## config.mk

```make
export PLATFORM = sky130hd
export DESIGN_NAME = accelerator_fifo_port
export DESIGN_NICKNAME = d
export VERILOG_FILES = /design/src/rtl/accelerator_fifo_port.sv
export SDC_FILE = /design/constraint.sdc
export NUM_CORES = 1
export LEC_CHECK = 0
export BUFFER_PORTS_ARGS = -buffer_cell sky130_fd_sc_hd__buf_2
export CAP_MARGIN = 20
export CELL_PAD_IN_SITES_DETAIL_PLACEMENT = 1
export CELL_PAD_IN_SITES_GLOBAL_PLACEMENT = 1
export CORE_UTILIZATION = 55
export DETAILED_ROUTE_END_ITERATION = 12
export GPL_TIMING_DRIVEN = 0
export PLACE_DENSITY = 0.84
export SLEW_MARGIN = 15
export SYNTH_ARGS = -nofsm -noshare
export SYNTH_HDL_FRONTEND = slang
export SYNTH_SLANG_ARGS = --single-unit
export TNS_END_PERCENT = 10
```

## constraint.sdc

```tcl
create_clock -name clk -period 6.5 [get_ports clk]
set_input_delay 0.975 -clock clk [delete_from_list [all_inputs] [get_ports clk]]
set_output_delay 0.975 -clock clk [all_outputs]
set_load 0.05 [all_outputs]
```

## src/rtl/accelerator_fifo_port.sv

```systemverilog
// Router <-> accelerator port: two independent circular FIFOs with sticky error flags.
// Latency: one cycle from an accepted read request to registered data/valid; status flags registered.
// Backpressure: writes into a full FIFO are dropped unless a same-cycle read frees a slot; reads of an empty FIFO are ignored.

module fifo_core #(
    parameter int DEPTH = 16,
    parameter int WIDTH = 32
) (
    input  logic             clk,
    input  logic             reset,
    input  logic             wr_en,
    input  logic [WIDTH-1:0] wr_dat,
    input  logic             rd_en,
    output logic [WIDTH-1:0] rd_dat,
    output logic             rd_vld,
    output logic             empty,
    output logic             full,
    output logic             wr_drop,
    output logic             rd_drop
);
    localparam int PW = $clog2(DEPTH);
    localparam int CW = $clog2(DEPTH + 1);
    localparam logic [CW-1:0] FULL_CNT = CW'(DEPTH);

    logic [WIDTH-1:0] mem [DEPTH];
    logic [PW-1:0]    wr_ptr;
    logic [PW-1:0]    rd_ptr;
    logic [CW-1:0]    count;
    logic [CW-1:0]    count_nxt;
    logic             wr_ok;
    logic             rd_ok;

    // A full FIFO still accepts a write when a read frees a slot on the same edge.
    always_comb begin
        rd_ok   = rd_en && (count != '0);
        wr_ok   = wr_en && ((count != FULL_CNT) || rd_ok);
        wr_drop = wr_en && !wr_ok;
        rd_drop = rd_en && !rd_ok;
        count_nxt = count;
        case ({wr_ok, rd_ok})
            2'b10:   count_nxt = count + 1'b1;
            2'b01:   count_nxt = count - 1'b1;
            default: count_nxt = count;
        endcase
    end

    always_ff @(posedge clk) begin
        if (reset && wr_ok) begin
            mem[wr_ptr] <= wr_dat;
        end
    end

    // Pointer width is log2(DEPTH), so increments wrap from DEPTH-1 to 0.
    always_ff @(posedge clk) begin
        if (!reset) begin
            wr_ptr <= '0;
            rd_ptr <= '0;
            count  <= '0;
            empty  <= 1'b1;
            full   <= 1'b0;
            rd_dat <= '0;
            rd_vld <= 1'b0;
        end else begin
            if (wr_ok) begin
                wr_ptr <= wr_ptr + 1'b1;
            end
            if (rd_ok) begin
                rd_ptr <= rd_ptr + 1'b1;
                rd_dat <= mem[rd_ptr];
            end
            rd_vld <= rd_ok;
            count  <= count_nxt;
            empty  <= (count_nxt == '0);
            full   <= (count_nxt == FULL_CNT);
        end
    end
endmodule

module accelerator_fifo_port #(
    parameter int DEPTH = 16,
    parameter int WIDTH = 32
) (
    input  logic             clk,
    input  logic             reset,
    input  logic             put_req,
    input  logic             get_req,
    input  logic [WIDTH-1:0] router_data_in,
    output logic [WIDTH-1:0] router_data_out,
    output logic             router_data_valid,
    output logic             to_empty,
    output logic             to_full,
    output logic             from_empty,
    output logic             from_full,
    input  logic             acc_get,
    output logic [WIDTH-1:0] acc_data_out,
    output logic             acc_data_valid,
    input  logic             acc_put,
    input  logic [WIDTH-1:0] acc_data_in,
    output logic             overflow,
    output logic             underflow,
    output logic             proto_err
);
    logic proto_hit;
    logic to_wr_drop;
    logic to_rd_drop;
    logic from_wr_drop;
    logic from_rd_drop;

    // A simultaneous router put and get is a protocol violation; neither is performed.
    assign proto_hit = put_req && get_req;

    fifo_core #(.DEPTH(DEPTH), .WIDTH(WIDTH)) u_to_fifo (
        .clk     (clk),
        .reset   (reset),
        .wr_en   (put_req && !get_req),
        .wr_dat  (router_data_in),
        .rd_en   (acc_get),
        .rd_dat  (acc_data_out),
        .rd_vld  (acc_data_valid),
        .empty   (to_empty),
        .full    (to_full),
        .wr_drop (to_wr_drop),
        .rd_drop (to_rd_drop)
    );

    fifo_core #(.DEPTH(DEPTH), .WIDTH(WIDTH)) u_from_fifo (
        .clk     (clk),
        .reset   (reset),
        .wr_en   (acc_put),
        .wr_dat  (acc_data_in),
        .rd_en   (get_req && !put_req),
        .rd_dat  (router_data_out),
        .rd_vld  (router_data_valid),
        .empty   (from_empty),
        .full    (from_full),
        .wr_drop (from_wr_drop),
        .rd_drop (from_rd_drop)
    );

    always_ff @(posedge clk) begin
        if (!reset) begin
            overflow  <= 1'b0;
            underflow <= 1'b0;
            proto_err <= 1'b0;
        end else begin
            overflow  <= overflow  | to_wr_drop | from_wr_drop;
            underflow <= underflow | to_rd_drop | from_rd_drop;
            proto_err <= proto_err | proto_hit;
        end
    end
endmodule

```

==> summary.md <==
| Metric | Value |
|---|---|
| Status | `completed` |
| Normalized max-slew margin | `0.236` |
| Final WL | `about 120 mm` |
| Hold Path Class | `reg2reg` |
| Skew final | `0.0878 ns` |
| Final period utilization | `0.607` |
| Netlist cell types | `50` |
| Hold WS | `around 0.45 ns` |
| Port Buffers | `between 100 and 150` |
| Fin util | `0.653` |
| Clock power frac | `0.381` |
| Total number of vias | `23100` |
| Seq/Total Area, Yosys | `0.765` |
| Seq cells post-synth | `roughly 1100` |
| Die H | `281 um` |
| Die ar. | `78900 um^2` |
| CTS Root Cell | `clkbuf_16` |
| Post-DRT Antenna Nets | `0` |
| Final Non-Filler Cells | `approximately 3500` |
| Peak Freq | `roughly 0.25 GHz` |
| CP Launch Type | `flop` |
| Max VDD drop | `between 0.3 and 0.4 mV` |
| CTS tree | `yes` |
| Flop pwr share | `0.476` |
| Initial antenna violation count | `12` |
| Delay of the slowest critical-path stage | `a little over 0.6 ns` |
| FF-to-FF path depth | `10` |
| P_int | `~13 mW` |
| Switching Power | `between 4 and 5 mW` |
| Vias/cell | `approximately 6.6` |
| Synth Area in Compound Gates | `0.0381` |
| Die width | `between 200 and 300 um` |
| Synthesized net count | `2130` |
| CP bufs+invs | `0` |
| CP Max Fanout | `5` |
| Shortest period the worst path allows | `between 3 and 4 ns` |
| Synthesized area per cell | `21.0 um^2` |
| Worst path arrival time | `4.52 ns` |
| Cell taking the most area after synthesis | `edfxtp_1` |
| First-pass GRT wire length | `approximately 180 mm` |
| Slew of the pin with the lowest slew margin | `1.14 ns` |
| RSZ-0062 raised after global routing | `no` |
| CTS Buffer Depth | `3` |
| Hold depth | `2` |
| Post-synthesis adder-cell area fraction | `0.00562` |
| Core area | `between 70000 and 80000 um^2` |
| WP data required | `roughly 7.1 ns` |
| Multiplexer area fraction after synthesis | `0.151` |
| Layout cell share with drive strength beyond 1 | `0.283` |
| Sw Ratio | `0.264` |
| Post-synth EDFFs | `1024` |
| Reg2Reg Launch Point | `u_from_fifo.count[1]$_SDFF_PN0_` |
| Hold Path Origin | `overflow$_SDFF_PN0_` |
| Syn Std Cell Area | `roughly 43000 um^2` |
| Post-CTS Setup Bufs | `0` |
| Vias in the first global route | `about 25000` |
| Worst Hold Path EP | `overflow$_SDFF_PN0_` |
| Simple logic cell fraction of the synthesized area | `0.0227` |
| Synth Area in XOR/XNOR | `0.00430` |
| Initial core utilization | `0.560` |
| Worst R2R End | `u_from_fifo.empty$_SDFF_PN1_` |
| Final nets | `2436` |
| Logic pwr share | `0.143` |
| Gpl congestion | `between 0.7 and 0.8` |
| Crit Path Class | `reg2reg` |
| Slowest CP cell | `or4_1` |
| Commonest cells in the netlist | `1024 x edfxtp_1, 256 x mux4_2, 99 x dfxtp_1` |
| Iter 0 DRT Violations | `between 2000 and 3000` |
| Pwr/cell area | `about 340 nW/um^2` |
| Clock-pin transition on the worst setup and hold timing paths | `around 0.060 ns` |
| Top-count cell post-synth | `edfxtp_1` |
| Main combinational cell family by area after synthesis | `multiplexers` |
| Top cells by area, synth | `edfxtp_1 72%, mux4_2 13%, dfxtp_1 4.6%, mux2i_1 1.6%, a22o_1 1.3%` |
| Top-area cell type share of the netlist area | `0.719` |
| Final instance area | `roughly 50000 um^2` |
| Resize count post-CTS | `0` |
| Worst-skew pair later-pin latency | `~0.73 ns` |
| Crit path capture type | `flop` |
| Ys Warns | `0` |
| Drt drc | `0` |
| Inserted Clock Buffers | `between 100 and 150` |
| Cells after Synth | `2042` |
| Critical path launch point | `u_from_fifo.count[1]$_SDFF_PN0_` |
| Critical path, cell by cell | `or4_1 -> o21ai_1 -> nor2_1 -> ha_1 -> nor2b_1 -> o21ai_0 -> nand2_1 -> and3_1 -> o41ai_1 -> a21boi_0` |
| Post-synth top flop | `edfxtp_1` |
| Placed Area | `46200 um^2` |
| R2R Setup Slk | `about 2.6 ns` |
| # IOs | `around 140` |
| Tot GR Track Use | `0.317` |
| Placed insts | `approximately 3300` |
| TritonCTS Sinks | `around 1100` |
| Maxcap violations | `0` |
| HPWL Detailed | `roughly 74 mm` |
| Synth-to-Final Area Change | `16.7%` |
| Max-slew violations | `0` |
| CP top delay family | `compound AO/OA/AOI/OAI gates` |
| Static Leakage | `15.8 nW` |
| Post-synthesis async set-or-reset flop share | `0` |
| Largest net degree at the start of global routing | `22` |
| Hold Vio Cnt, Final | `0` |
| Final Setup Violations | `0` |
| Routed wire per std cell | `roughly 35 um` |
| Cts hold-fix bufs | `0` |
| Grt total ovfl | `0` |
| Initial DRT Pass Iterations | `5` |
| Site row count | `101` |
| CTS H-tree depth | `3` |
-- kinds of logic (layout without fill, tap and decap cells) --
| kind of cell | after synthesis | count (layout) |
|---|---|---|
| xor gates and xnor gates | 21 | 21 |
| DFF | 1123 | 1123 |
| buffers and inverters | 134 | 534 |
| adders and majority gates | 18 | 18 |
| other | 0 | 6 |
| muxes | 326 | 326 |
| AOI/OAI and AO/OA | 230 | 230 |
| and+or+nand+nor | 190 | 190 |
-- tightest hold or removal path, stage by stage, from the launching register on --
cell	delay (ns)
dfxtp_1	0.31
inv_1	0.05
a21oi_1	0.05
-- layout make-up --
cell class,instances,area [um^2]
multi-input combinational,785,9720
clock buffer,148,2970
inverter,15,56.3
tap,1030,1290
sequential,1123,32700
buffer,119,504
antenna,6,15.0
clock inverter,56,707
fill,6168,26500
timing repair buffer,196,1920
-- sequential cells by signal, summed over array words and instances, names as in the netlist --
name and count:
u_from_fifo.wr_ptr 4, u_to_fifo.count 5, u_from_fifo.rd_vld 1, u_to_fifo.rd_vld 1
underflow 1, u_from_fifo.rd_ptr 4, u_to_fifo.full 1, u_from_fifo.mem 512
u_to_fifo.empty 1, u_to_fifo.rd_ptr 4, proto_err 1, u_from_fifo.rd_dat 32
u_to_fifo.wr_ptr 4, overflow 1, u_to_fifo.mem 512, u_from_fifo.full 1
u_from_fifo.count 5, u_from_fifo.empty 1, u_to_fifo.rd_dat 32
-- routing by layer --
layer | GRT usage | part of all wire
met1 | 0.382 | 0.35
met2 | 0.544 | 0.52
met3 | 0.0663 | 0.086
met4 | 0.155 | 0.045
met5 | 0 | 0.00089
-- metrics by stage --
stage / worst slack, ns / TNS (ns) / power (mW)
2_1_floorplan: 1.90 / 0 / 9.92
3_3_place_gp: -0.580 / -72.57 / 10.5
3_5_place_dp: 2.35 / 0 / 10.7
4_1_cts: 2.61 / 0 / 17.1
5_1_grt: 2.33 / 0 / 17.5
6_report: 2.56 / 0 / 17.1
-- how the worst max path moves through the flow --
stage,cells past startpoint,endpoint
3_5_place_dp,11,u_from_fifo.empty$_SDFF_PN1_
4_1_cts,10,u_from_fifo.empty$_SDFF_PN1_
5_1_grt,10,u_from_fifo.empty$_SDFF_PN1_
2_1_floorplan,5,u_to_fifo.mem[2][0]$_DFFE_PP_
6_report,10,u_from_fifo.empty$_SDFF_PN1_
3_3_place_gp,6,u_to_fifo.mem[0][12]$_DFFE_PP_
-- layout by cell type, fill, tap and decap left out, types with 6 or more instances in the layout --
cell,netlist,routed
clkbuf_8,0,10
edfxtp_1,1024,1024
buf_4,2,10
inv_1,15,15
xor2_1,9,9
bufinv_16,0,10
buf_16,0,36
ha_1,16,16
buf_2,28,168
diode_2,0,6
mux2i_1,70,70
clkbuf_16,0,109
clkinv_1,0,9
buf_1,14,14
a211oi_1,67,67
nor2b_1,68,68
nor2_4,0,28
clkbuf_1,73,102
dfxtp_1,99,99
clkinv_2,0,20
buf_6,2,10
nand2_1,21,21
xnor2_1,12,12
a22o_1,64,64
nor2_1,67,39
a21oi_1,76,76
clkinv_16,0,6
mux4_2,256,256
-- power by group through the flow --
| stage | sequential (mW) | clock (mW) | combinational (mW) |
|---|---|---|---|
| floorplan | 8.61 | 0 | 1.31 |
| CTS | 8.15 | 6.54 | 2.45 |
| global route | 8.16 | 6.76 | 2.56 |
| detailed placement | 8.29 | 0 | 2.38 |
| finish | 8.15 | 6.53 | 2.45 |
| global placement | 8.28 | 0 | 2.23 |
Power figures use the tool's default switching activity.
